File: src/rtl/lvds_tx_pkg.sv
// Shared definitions for the LVDS transmit link sequencer: one-hot FSM state
// encoding, default per-lane pattern bytes and a constant-sizing helper.
package lvds_tx_pkg;

  typedef enum logic [3:0] {
    ST_IDLE  = 4'b0001,
    ST_TRAIN = 4'b0010,
    ST_SYNC  = 4'b0100,
    ST_DATA  = 4'b1000
  } state_e;

  localparam logic [7:0] C_TRAIN_PAT = 8'hF0;
  localparam logic [7:0] C_SYNC_WORD = 8'hA5;
  localparam logic [7:0] C_IDLE_PAT  = 8'h3C;

  // Largest of three lengths, used to size the shared beat counters.
  function automatic int unsigned max3(input int unsigned a, input int unsigned b,
                                       input int unsigned c);
    int unsigned m;
    m = a;
    if (b > m) m = b;
    if (c > m) m = c;
    return m;
  endfunction

endpackage

File: src/rtl/lvds_tx_prbs7.sv
// Per-lane PRBS7 generator (x^7 + x^6 + 1). Produces the next 8 sequence bits
// for one serializer beat, first-generated bit in the MSB (shifted out first).
// Only instantiated when LVDS_TX_PRBS_EN is defined.
module lvds_tx_prbs7 #(
  parameter logic [6:0] SEED = 7'h7F
) (
  input  logic       clk_i,
  input  logic       rst_i,
  input  logic       adv_i,
  output logic [7:0] byte_o
);

  logic [6:0] lfsr_q;
  logic [6:0] lfsr_next;
  logic       fb;

  // Unroll eight LFSR steps to form one beat's byte and the advanced state.
  always_comb begin
    lfsr_next = lfsr_q;
    byte_o    = 8'h00;
    fb        = 1'b0;
    for (int k = 0; k < 8; k++) begin
      fb            = lfsr_next[6] ^ lfsr_next[5];
      byte_o[7 - k] = fb;
      lfsr_next     = {lfsr_next[5:0], fb};
    end
  end

  // Hold the state unless a PRBS beat is emitted, so sync slots freeze it.
  always_ff @(posedge clk_i or posedge rst_i) begin
    if (rst_i) begin
      lfsr_q <= SEED;
    end else if (adv_i) begin
      lfsr_q <= lfsr_next;
    end
  end

endmodule

File: src/rtl/lvds_tx_link_ctrl.sv
// Link sequencer in front of an 8:1 LVDS serializer, clocked on the divided
// clock. Brings the link up with TRAIN then SYNC beats, then forwards user
// beats over valid/ready, inserting a sync word every SYNC_PERIOD data beats.
// Optional feature macro: LVDS_TX_PRBS_EN adds prbs_mode_i and per-lane PRBS7.
module lvds_tx_link_ctrl
  import lvds_tx_pkg::*;
#(
  parameter int unsigned DB_W        = 16,
  parameter int unsigned TRAIN_LEN   = 256,
  parameter int unsigned SYNC_LEN    = 4,
  parameter int unsigned SYNC_PERIOD = 1024,
  parameter logic [7:0]  TRAIN_PAT   = C_TRAIN_PAT,
  parameter logic [7:0]  SYNC_WORD   = C_SYNC_WORD,
  parameter logic [7:0]  IDLE_PAT    = C_IDLE_PAT
) (
  input  logic              clk_div_i,
  input  logic              rst_i,
  input  logic              enable_i,
  input  logic              retrain_i,
  input  logic              usr_vld_i,
  input  logic [DB_W*8-1:0] usr_data_i,
`ifdef LVDS_TX_PRBS_EN
  input  logic              prbs_mode_i,
`endif
  output logic              usr_rdy_o,
  output logic              tx_dvld_o,
  output logic [DB_W*8-1:0] tx_data_o,
  output logic              link_up_o,
  output logic [7:0]        train_cnt_o
);

  localparam int unsigned DW     = DB_W * 8;
  localparam int unsigned CntMax = max3(TRAIN_LEN, SYNC_LEN, SYNC_PERIOD);
  localparam int unsigned CntW   = $clog2(CntMax + 1);

  localparam logic [CntW-1:0] CntOne    = CntW'(1);
  localparam logic [CntW-1:0] TrainLast = CntW'(TRAIN_LEN);
  localparam logic [CntW-1:0] SyncLast  = CntW'(SYNC_LEN);
  localparam logic [CntW-1:0] SlotBeat  = (SYNC_PERIOD == 0) ? '0 : CntW'(SYNC_PERIOD - 1);
  localparam logic            SlotEn    = (SYNC_PERIOD != 0);

  localparam logic [DW-1:0] TrainWord = {DB_W{TRAIN_PAT}};
  localparam logic [DW-1:0] SyncWord  = {DB_W{SYNC_WORD}};
  localparam logic [DW-1:0] IdleWord  = {DB_W{IDLE_PAT}};

  state_e          state_q;
  logic [CntW-1:0] cnt_q;      // beats emitted in the current TRAIN/SYNC phase
  logic [CntW-1:0] beat_q;     // DATA beats since entry or last inserted sync
  logic [7:0]      train_cnt_q;
  logic [DW-1:0]   tx_data_q;
  logic            tx_dvld_q;
  logic            link_up_q;

  logic            sync_slot;
  logic            xfer;
  logic            prbs_mode;
  logic [DW-1:0]   prbs_word;

  assign sync_slot = SlotEn && (state_q == ST_DATA) && (beat_q == SlotBeat);

  // Ready never depends on usr_vld_i; the retrain and sync-slot cycles refuse data.
  assign usr_rdy_o = (state_q == ST_DATA) && enable_i && !retrain_i && !sync_slot && !prbs_mode;
  assign xfer      = usr_vld_i && usr_rdy_o;

`ifdef LVDS_TX_PRBS_EN
  logic prbs_adv;

  assign prbs_mode = prbs_mode_i;
  assign prbs_adv  = (state_q == ST_DATA) && enable_i && !retrain_i && !sync_slot && prbs_mode;

  for (genvar i = 0; i < DB_W; i++) begin : g_prbs
    // 7'h7F + 1 wraps to zero, which would lock the LFSR; that lane uses 7'h01.
    localparam logic [6:0] RawSeed = 7'(32'h7F + i);
    localparam logic [6:0] Seed    = (RawSeed == 7'h00) ? 7'h01 : RawSeed;

    lvds_tx_prbs7 #(
      .SEED(Seed)
    ) u_prbs (
      .clk_i (clk_div_i),
      .rst_i (rst_i),
      .adv_i (prbs_adv),
      .byte_o(prbs_word[i*8 +: 8])
    );
  end
`else
  assign prbs_mode = 1'b0;
  assign prbs_word = '0;
`endif

  // Sequencer FSM with registered serializer outputs; ENABLE low overrides all.
  always_ff @(posedge clk_div_i or posedge rst_i) begin
    if (rst_i) begin
      state_q     <= ST_IDLE;
      cnt_q       <= '0;
      beat_q      <= '0;
      train_cnt_q <= 8'h00;
      tx_data_q   <= '0;
      tx_dvld_q   <= 1'b0;
      link_up_q   <= 1'b0;
    end else if (!enable_i) begin
      state_q   <= ST_IDLE;
      cnt_q     <= '0;
      beat_q    <= '0;
      tx_data_q <= '0;
      tx_dvld_q <= 1'b0;
      link_up_q <= 1'b0;
    end else begin
      tx_dvld_q <= 1'b0;
      link_up_q <= 1'b0;
      unique case (state_q)
        ST_IDLE: begin
          state_q   <= ST_TRAIN;
          cnt_q     <= CntOne;
          tx_data_q <= TrainWord;
        end
        ST_TRAIN: begin
          if (cnt_q == TrainLast) begin
            state_q   <= ST_SYNC;
            cnt_q     <= CntOne;
            tx_data_q <= SyncWord;
            if (train_cnt_q != 8'hFF) begin
              train_cnt_q <= train_cnt_q + 8'd1;
            end
          end else begin
            cnt_q     <= cnt_q + CntOne;
            tx_data_q <= TrainWord;
          end
        end
        ST_SYNC: begin
          if (cnt_q == SyncLast) begin
            state_q   <= ST_DATA;
            cnt_q     <= '0;
            beat_q    <= '0;
            tx_data_q <= IdleWord;
            link_up_q <= 1'b1;
          end else begin
            cnt_q     <= cnt_q + CntOne;
            tx_data_q <= SyncWord;
          end
        end
        ST_DATA: begin
          if (retrain_i) begin
            state_q   <= ST_TRAIN;
            cnt_q     <= CntOne;
            beat_q    <= '0;
            tx_data_q <= TrainWord;
          end else begin
            link_up_q <= 1'b1;
            if (sync_slot) begin
              beat_q    <= '0;
              tx_data_q <= SyncWord;
            end else begin
              beat_q <= beat_q + CntOne;
              if (prbs_mode) begin
                tx_data_q <= prbs_word;
                tx_dvld_q <= 1'b1;
              end else if (xfer) begin
                tx_data_q <= usr_data_i;
                tx_dvld_q <= 1'b1;
              end else begin
                tx_data_q <= IdleWord;
              end
            end
          end
        end
        default: begin
          state_q   <= ST_IDLE;
          cnt_q     <= '0;
          beat_q    <= '0;
          tx_data_q <= '0;
        end
      endcase
    end
  end

  assign tx_data_o   = tx_data_q;
  assign tx_dvld_o   = tx_dvld_q;
  assign link_up_o   = link_up_q;
  assign train_cnt_o = train_cnt_q;

endmodule

File: config.mk
export PLATFORM = sky130hd
export DESIGN_NAME = lvds_tx_link_ctrl
export DESIGN_NICKNAME = d
export VERILOG_FILES = /design/src/rtl/lvds_tx_pkg.sv /design/src/rtl/lvds_tx_prbs7.sv /design/src/rtl/lvds_tx_link_ctrl.sv
export SDC_FILE = /design/constraint.sdc
export NUM_CORES = 1
export LEC_CHECK = 0
export CAP_MARGIN = 20
export CORE_ASPECT_RATIO = 1.75
export CORE_UTILIZATION = 40
export DETAILED_ROUTE_END_ITERATION = 8
export PLACE_DENSITY = 0.77
export SKIP_LAST_GASP = 1
export SLEW_MARGIN = 20
export SYNTH_ARGS = -nofsm -noshare
export SYNTH_HDL_FRONTEND = slang
export SYNTH_SLANG_ARGS = --single-unit
File: constraint.sdc
create_clock -name clk_div_i -period 5.4 [get_ports clk_div_i]
set_input_delay 0.54 -clock clk_div_i [delete_from_list [all_inputs] [get_ports clk_div_i]]
set_output_delay 0.54 -clock clk_div_i [all_outputs]
set_load 0.005 [all_outputs]
# Word-level counts from Yosys, hierarchy flattened
# Index checks and enable logic that the tools add are counted.
# W data, S select, Z words.
[word_totals] word_cells=64 ff_bits=164 inputBits=133 out_inout_bits=139
[op_classes] n_eq_ne=12 muxes=31 n_reduce_logical=11 n_addsub=3
[op_table] operator="$mux W128" count=5
[op_table] operator="$pmux W128 S4" count=1
[op_table] operator="$mux W127" count=1
[op_table] operator="$mux W11" count=8
[op_table] operator="$pmux W11 S4" count=1
[op_table] operator="$pmux W11 S3" count=1
[op_table] operator="$add A11 B1 Y11 const B" count=2
[op_table] operator="$mux W4" count=4
[op_table] operator="$pmux W4 S4" count=1
[op_table] operator="$eq A11 B10 Y1 const B" count=1
[op_table] operator="$eq A11 B3 Y1 const B" count=1
[op_table] operator="$eq A11 B9 Y1 const B" count=1
[op_table] operator="$ne A3 B3 Y1 const B" count=3
[op_table] operator="$add A8 B1 Y8 const B" count=1
[op_table] operator="$mux W1" count=8
[op_table] operator="$ne A8 B8 Y1 const B" count=1
[op_table] operator="$logic_and A1 B1 Y1" count=5
[op_table] operator="$eq A4 B1 Y1 const B" count=1
[op_table] operator="$eq A4 B2 Y1 const B" count=1
[op_table] operator="$eq A4 B3 Y1 const B" count=1
[op_table] operator="$eq A4 B4 Y1 const B" count=1
[op_table] operator="$reduce_and A4 Y1" count=1
[op_table] operator="$reduce_and A3 Y1" count=1
[op_table] operator="$logic_not A1 Y1" count=2
[op_table] operator="4 further kinds" count=4

# Longest topological paths before layout
# Gate-level depths: netlist (run 1).
[logic_depth] ltp_word=10 depth_mapped=9 mapped_depth_nobuf=7

# Worst setup path before layout (run 1)
# Ideal clock, no wire load.
[synth_timing] kind="flip-flop to flip-flop" from="reg cnt_q[0]" to="reg beat_q[8]" stages_incl_launch_ff=9 setup_ns=0.118 period_less_slack_ns=2.138 setup_slack_ns=3.262 n_path_buf=1 required_time_ns=5.282 arrival_ns=2.020 cell_sequence="dfrtp_1 > inv_1 > ha_1 > or4b_4 > o31ai_2 > a21o_1 > buf_2 > o21ai_0 > a21o_1"
[synth_via] elab_chain_cells=3
[synth_rtl] element="start, declared" line_no="lvds_tx_link_ctrl.sv:47" source="logic [CntW-1:0] cnt_q;"
[synth_rtl] element="start signal, assigned" line_no="lvds_tx_link_ctrl.sv:113" source="cnt_q <= CntOne;"
[synth_rtl] element="start signal, assigned" line_no="lvds_tx_link_ctrl.sv:119" source="cnt_q <= CntOne;"
[synth_rtl] element="start signal, assigned" line_no="lvds_tx_link_ctrl.sv:125" source="cnt_q <= cnt_q + CntOne;"
[synth_rtl] element="$eq A11 B3 Y1" line_no="lvds_tx_link_ctrl.sv:130" source="if (cnt_q == SyncLast) begin"
[synth_rtl] element="$ne A3 B3 Y1 (no line)"
[synth_rtl] element="$reduce_and A2 Y1 (no line)"
[synth_rtl] element="end signal, assigned" line_no="lvds_tx_link_ctrl.sv:153" source="beat_q <= beat_q + CntOne;"
[synth_rtl] element="end, declared" line_no="lvds_tx_link_ctrl.sv:48" source="logic [CntW-1:0] beat_q;"
# Every way passes these cells.
# A chain may end at the register's enable or synchronous reset.

# Worst setup path in the final report (run 1)
[layout_timing] from="reg state_q[3]" to="out usr_rdy_o"
[layout_via] elab_chain_cells=4 word_cells_on_any_way=6 cone_classes="eq/ne (1); reduce/logical (5)"
[layout_rtl] element="start, declared" line_no="lvds_tx_link_ctrl.sv:46" source="state_e state_q;"
[layout_rtl] element="start signal, assigned" line_no="lvds_tx_link_ctrl.sv:93" source="state_q <= ST_IDLE;"
[layout_rtl] element="start signal, assigned" line_no="lvds_tx_link_ctrl.sv:101" source="state_q <= ST_IDLE;"
[layout_rtl] element="start signal, assigned" line_no="lvds_tx_link_ctrl.sv:112" source="state_q <= ST_TRAIN;"
[layout_rtl] element="$eq A4 B4 Y1 (*)" line_no="lvds_tx_link_ctrl.sv:59, lvds_tx_link_ctrl.sv:62"
[layout_rtl] element="$logic_and A1 B1 Y1 (on tied branches)" line_no="lvds_tx_link_ctrl.sv:62, lvds_tx_link_ctrl.sv:59"
[layout_rtl] element="$logic_and A1 B1 Y1 / $logic_not A1 Y1 (equally long branches)" line_no="lvds_tx_link_ctrl.sv:62" source="assign usr_rdy_o = (state_q == ST_DATA) && enable_i && !retrain_i && !sync_slot && !prbs_mode;"
[layout_rtl] element="$logic_and A1 B1 Y1 (*)" line_no="lvds_tx_link_ctrl.sv:62"
[layout_rtl] element="end, declared" line_no="lvds_tx_link_ctrl.sv:25" source="output logic usr_rdy_o,"
# Mark *: on every way between the ends. The rest lies on a longest branch, timed or not.

==> results of run 1 <==
-- per-layer routing --
metal / vias up / track usage, %
li1: 2593 / -
met1: 2714 / 25.09
met2: 200 / 42.47
met3: 48 / 4.042
met4: 0 / 11.46
met5: - / 0
-- cell usage after synthesis (all sizes together) (3+ instances only) --
cell	n
a21o	4
a21oi	59
a31oi	4
and2	19
and3	5
and4	4
buf	25
clkbuf	16
dfrtp	163
ha	4
inv	10
nand2	39
nand2b	7
nand3	8
nand3b	3
nand4	9
nor2	61
nor3	12
nor3b	3
nor4	4
nor4b	4
o21a	32
o21ai	64
or4b	4
xnor2	7
xor2	7
-- cell families after synthesis --
kind of cell               after synthesis  share of synthesized area [%]
xor gates and xnor gates                14                          1.831
muxes                                    3                         0.4858
AOI/OAI and AO/OA                      181                          16.80
and+or+nand+nor                        188                          14.93
adders and majority gates                4                         0.7474
DFF                                    164                          61.30
buffers and inverters                   51                          3.905
-- state kept, by name, indices dropped and copies added, names as in the netlist --
register     flops
tx_data_o      128
beat_q          11
tx_dvld_o        1
train_cnt_o      8
link_up_o        1
state_q          4
cnt_q           11
-- layout make-up --
cell class	instances	area, um2	share of cell area [%]
flip-flops and latches	164	4105	40.52
multi-input cells	390	2337	23.07
repair buffers	275	2743	27.07
clock inverters	12	180.2	1.778
inverters	10	42.54	0.4199
clock buffers	19	442.9	4.372
well taps	224	280.3	2.766
-- stage by stage --
stage	hold slack [ps]	instance area, um2
floorplan	473.7	6696
global placement	475.8	9508
global route	520.0	10130
finish	499.0	10130
detailed placement	485.9	9508
CTS	498.1	10130
-- where the power goes --
part | internal [uW] | switching, uW | leakage [uW]
registers | 1300 | 25.7 | 0.00223
clock network | 786 | 492 | 0.000299
logic | 230 | 160 | 0.00184
total | 2310 | 678 | 0.00436
-- path summary, 6_finish.rpt --
path,endpoint,cells past startpoint,slack (ps)
worst max-delay path,usr_rdy_o,5,1860
worst min-delay path,train_cnt_o[5],1,500
worst max register to register,tx_data_o[54],8,2220
worst min register to register,train_cnt_o[5],1,500
max in group asynchronous,tx_data_o[18],3,3690
min in group asynchronous,tx_data_o[104],2,620
==> out/qor.tcl, run 1 <==
set qor(placed_cells_incl_taps) 1063
set qor(netlist.area_leader.share_pct) 60.91
set qor(area_growth_syn_to_layout_pct) 51.29
set qor(cts_buffer_depth) 2
set qor(syn-mean-instance-area_um2) 11.07
set qor(post_synth_main_area_contributors) {sky130_fd_sc_hd__dfrtp_1 (61%), sky130_fd_sc_hd__a21oi_1 (4.3%), sky130_fd_sc_hd__o21a_1 (3.6%)}
set qor(post_synth_instance_area_um2) 6696
set qor(totalWireLength_um) 19430
set qor(dp_worst_setup_slack_ps) 1824
set qor(core_area_um2) 16370
set qor(ys_ff_latch) 164
set qor(category_of_the_worst_setup_path_capture_point) {output port}
set qor(finalWeightedCongestion) 0.8853
set qor(minimum_clock_period_after_layout_ps) 3537
set qor(critical_path.slowest_cell) {sky130_fd_sc_hd__or4b_1}
set qor(finish.utilization_pct) 61.89
set qor(timing.critical_path.from_type) {register}
set qor(post-cts-setup-buffer-count) 0
set qor(cts_hold_bufs) 0
set qor(slew_headroom_pct) 40.71
set qor(place_hpwl_um) 13930
set qor(met3RoutedLength_um) 870
set qor(detailroute.via_count) 5555
set qor(grt_setup_unrepaired) {no}
set qor(critPathArrivalTime_ps) 3000
set qor(cts_root_buf) {sky130_fd_sc_hd__clkbuf_16}
set qor(layout_commonest_cell) {sky130_fd_sc_hd__clkdlybuf4s50_1}
set qor(edff_count_synth) 0
set qor(mostFrequentLayoutCells) {sky130_fd_sc_hd__clkdlybuf4s50_1 (271), sky130_fd_sc_hd__dfrtp_1 (163), sky130_fd_sc_hd__nor2_1 (59)}
set qor(post_route_cells_drive_above_1_share_pct) 7.241
set qor(worstSkewPairLatency_ps) 420
set qor(timing_worst_slew_pin_value_ps) 877.0
set qor(fin_total_pwr_uw) 2991
set qor(clk_pin_slew_ps) 70
set qor(placementRows) 62
set qor(initial_core_util_pct) 40.91
set qor(antenna-diode-count) 0
set qor(path_class) {register to output port}
set qor(htreeDepth) 4
set qor(ant_nets) 0
set qor(cap_violations) 0
set qor(crit_path_max_incr_delay_ps) 730
set qor(design.final.nets) 995
set qor(cp_top_family) {simple AND/OR/NAND/NOR gates}
set qor(yosys_warnings) 0
set qor(leftover_overflow_at_the_end_of_global_routing) 0
set qor(worst-path-buf-inv) 2
set qor(port_buffers) 271
set qor(status) {completed}
set qor(pwr_density_cell_nw_per_um2) 295.2
set qor(synth_flop_cell) {sky130_fd_sc_hd__dfrtp_1}
set qor(synthCells) 605
set qor(first_global_vias) 5450
set qor(met1_length_um) 7001
set qor(cts_repair_resize_count) 0
set qor(hold_violations) 0
set qor(fmax_mhz) 282.7
set qor(gr-usage-all-layers_pct) 23.17
set qor(timing.final.ws_setup_ps) 1863
set qor(chipHeight_um) 173.2
set qor(syn_nets) 742
set qor(cp_cell_sequence) {or4b_1, nor3_2, nand2_1, inv_1, clkdlybuf4s50_1}
set qor(numCtsBuffers) 17
set qor(route.detailed.drc) 0
set qor(hold_path.class) {register to register}
set qor(largest_net_degree_at_the_start_of_global_routing) 75
set qor(postSynth.asyncResetShare_pct) 100.0
set qor(endpoints_failing_setup) 0
set qor(clock_skew_ps) 9.375
set qor(critical_path_peak_fanout) 14
set qor(vdd_drop_max_mv) 0.1851
set qor(final.period_utilization_pct) 65.51
set qor(avgViaCountPerCell) 5.078
set qor(die_width_um) 99.81
set qor(cp.required_ps) 4860
set qor(synth.yosys.seq_area_share_pct) 61.30
set qor(final_total_negative_setup_slack_ps) 0
set qor(min-delay-start) {train_cnt_o[5]}
set qor(fillers) 1291
set qor(post_layout_nonfiller_instances) 1094
set qor(route.detailed.wl_per_inst_um) 17.76
set qor(drtIter0Drc) 225
set qor(cts_tree) {done}
set qor(synth_top_area_cell) {sky130_fd_sc_hd__dfrtp_1}
set qor(antenna_found_initial) 0
set qor(pin_count) 272
set qor(tritoncts_num_sinks) 164
set qor(report.final.slew_viol_count) 0
set qor(worst_setup_path_startpoint) {state_q[3]}
set qor(timing.rr.start) {state_q[3]}
set qor(dr.pass1.iters) 5
set qor(leakagePower_uw) 0.004365
set qor(synth.distinct_cells) 63
set qor(top_layer) {met4}
set qor(floorplan.die_area_um2) 17280
set qor(grt_pass1_wl_um) 30290
set qor(route.met2.wl_um) 10810
(Power assumes the default switching activity.)
==> inputs of run 2 (changes only) <==
Settings changed: CORE_UTILIZATION 40 to 39, PLACE_DENSITY 0.77 to 0.78.
Clock period 5.4 ns to 2.9 ns, I/O delays scaled along.
==> run 2 against run 1 <==
  * Worst hold slack got worse by 190 ps
  * Non-clock buffer count rose by 20
  * Power rose by 86%
  * Global-route usage fell by 0.49 points
  * Die area rose by 2.5%
  * Routed wire length rose by 1.6%
  * Register-to-register slack got worse by 1700 ps
  * Sequential share of layout area fell by 0.78 points
  * Final area rose by 2.0%
  * Critical path type unchanged
  * Largest power group unchanged
  * Highest routed layer unchanged
==> out/qor.tcl, run 2 (same netlist as run 1, synthesis figures left out) <==
set qor(post_layout_nonfiller_instances) 1118
set qor(critical_path.slowest_cell) {sky130_fd_sc_hd__or4_1}
set qor(cp_cell_sequence) {ha_1, nand3_1, or4_1, nand2_2, inv_1, clkdlybuf4s50_1}
set qor(tritoncts_num_sinks) 164
set qor(pin_count) 272
set qor(numCtsBuffers) 17
set qor(report.final.slew_viol_count) 0
set qor(drtIter0Drc) 200
set qor(leftover_overflow_at_the_end_of_global_routing) 0
set qor(dr.pass1.iters) 4
set qor(chipHeight_um) 175.3
set qor(initial_core_util_pct) 39.70
set qor(detailroute.via_count) 5591
set qor(mostFrequentLayoutCells) {sky130_fd_sc_hd__clkdlybuf4s50_1 (271), sky130_fd_sc_hd__dfrtp_1 (163), sky130_fd_sc_hd__nor2_1 (59)}
set qor(pwr_density_cell_nw_per_um2) 537.6
set qor(seqCellArea_um2) 4105
set qor(hold_violations) 0
set qor(endpoints_failing_setup) 0
set qor(fillers) 1414
set qor(core_area_um2) 16870
set qor(die_width_um) 101.1
set qor(grt_pass1_wl_um) 30260
set qor(area_growth_syn_to_layout_pct) 54.26
set qor(route.detailed.wl_per_inst_um) 17.66
set qor(vdd_drop_max_mv) 0.3424
set qor(status) {completed}
set qor(grt_setup_unrepaired) {no}
set qor(htreeDepth) 4
set qor(final.period_utilization_pct) 95.02
set qor(critical_path_peak_fanout) 6
set qor(avgViaCountPerCell) 5.001
set qor(cts_root_buf) {sky130_fd_sc_hd__clkbuf_16}
set qor(fmax_mhz) 362.9
set qor(cts_hold_bufs) 0
set qor(timing.critical_path.from_type) {register}
set qor(first_global_vias) 5755
set qor(largest_net_degree_at_the_start_of_global_routing) 69
set qor(floorplan.die_area_um2) 17720
set qor(post_route_cells_drive_above_1_share_pct) 9.540
set qor(netSwitchingFraction_pct) 23.11
set qor(cts_tree) {done}
set qor(gr-usage-all-layers_pct) 22.69
set qor(crit_path_max_incr_delay_ps) 590
set qor(minimum_clock_period_after_layout_ps) 2756
set qor(worstSkewPairLatency_ps) 420
set qor(antenna-diode-count) 0
set qor(finalWeightedCongestion) 0.8393
set qor(placed_cells_incl_taps) 1086
set qor(path_class) {register to output port}
set qor(post-cts-setup-buffer-count) 0
set qor(layout_commonest_cell) {sky130_fd_sc_hd__clkdlybuf4s50_1}
set qor(route.detailed.drc) 0
set qor(multi_input_comb_area_um2) 2344
set qor(cts_buffer_depth) 2
set qor(share_clk_of_total_power_pct) 42.2
set qor(slew_headroom_pct) 57.31
set qor(pwr-share-seq_pct) 44.3
set qor(p_int_uw) 4270
set qor(totalWireLength_um) 19740
set qor(share_comb_of_total_power_pct) 13.6
set qor(port_buffers) 271
set qor(category_of_the_worst_setup_path_capture_point) {output port}
set qor(ant_nets) 0
set qor(placementRows) 63
set qor(critPathArrivalTime_ps) 2470
set qor(cap_violations) 0
set qor(final_total_negative_setup_slack_ps) 0
set qor(leakagePower_uw) 0.004471
set qor(net-switching-power_uw) 1283
set qor(design.final.nets) 1015
set qor(antenna_found_initial) 0
set qor(clock_skew_ps) 8.370
set qor(timing_worst_slew_pin_value_ps) 639.0
set qor(clk_pin_slew_ps) 60
set qor(hold_path.class) {input pin to async pin}
set qor(number_of_flip_flops_under_the_largest_register_name) 128
set qor(cts_repair_resize_count) 0
set qor(place_hpwl_um) 14420
set qor(cp.required_ps) 2610
## run 2: changes by cell type in the layout (fill, tap and decap cells not counted), sizes merged
cell	before	now
clkinvlp	2	4
bufinv	4	3
buf	4	24
clkbuf	19	21
inv	11	9
## run 2: path summary, 6_finish.rpt
kind / start / to / slack [ps] / cells after the start
max: beat_q[0] / usr_rdy_o / 140 / 6
max in group asynchronous: rst_i / tx_data_o[95] / 1750 / 4
min reg2reg: train_cnt_o[5] / train_cnt_o[5] / 500 / 1
min in group clk_div_i: usr_data_i[110] / tx_data_o[110] / 420 / 3
min: rst_i / tx_data_o[5] / 310 / 2
max reg2reg: beat_q[0] / tx_data_o[1] / 490 / 7
## run 2: metal layers
| metal | vias to the layer above | track usage [%] | wire (um) |
|---|---|---|---|
| met4 | 0 | 10.45 | 619 |
| li1 | 2633 | - | - |
| met5 | - | 0 | 0 |
| met1 | 2736 | 23.42 | 7073 |
| met2 | 184 | 42.66 | 11060 |
| met3 | 38 | 4.656 | 986 |
## run 2: critical path: cells and delay by family, from the launching register on
| family | cells | cell delay, ps |
|---|---|---|
| AND/OR/NAND/NOR | 3 | 940 |
| buffers and inverters | 2 | 480 |
| flip-flops | 1 | 410 |
| adder cells (fa/ha/maj) | 1 | 210 |
## run 2: power groups by stage
stage	combinational (uW)	clock [uW]	sequential, uW
6_report	754	2340	2460
5_1_grt	813	2460	2470
4_1_cts	761	2390	2460
3_5_place_dp	755	0	2500
3_3_place_gp	748	0	2490
2_1_floorplan	228	0	2510
## run 2: area by class of cell
cell class	count	area share, %
multi-input combinational	390	22.69
timing repair buffer	295	28.49
inverter	10	0.3997
tap	227	2.750
sequential	164	39.74
clock buffer	21	4.457
clock inverter	11	1.478
## run 2: through the flow
stage / worst slack (ps) / utilization [%] / cell area (um2) / power (uW) / hold WS, ps
global route: 49.39 / 61.24 / 10330 / 5740 / 356.2
detailed placement: 501.4 / 57.57 / 9711 / 3255 / 498.7
finish: 144.3 / 61.24 / 10330 / 5553 / 308.1
CTS: 37.23 / 61.20 / 10320 / 5610 / 311.2
global placement: 492.0 / 57.57 / 9711 / 3243 / 494.5
floorplan: 526.0 / - / 6700 / 2738 / 418.6
==> inputs of run 3 (changes only) <==
Settings changed: TNS_END_PERCENT set to 10.
==> results of run 3 <==
Same layout as run 2: the final DEF is identical, and so are final timing and power.
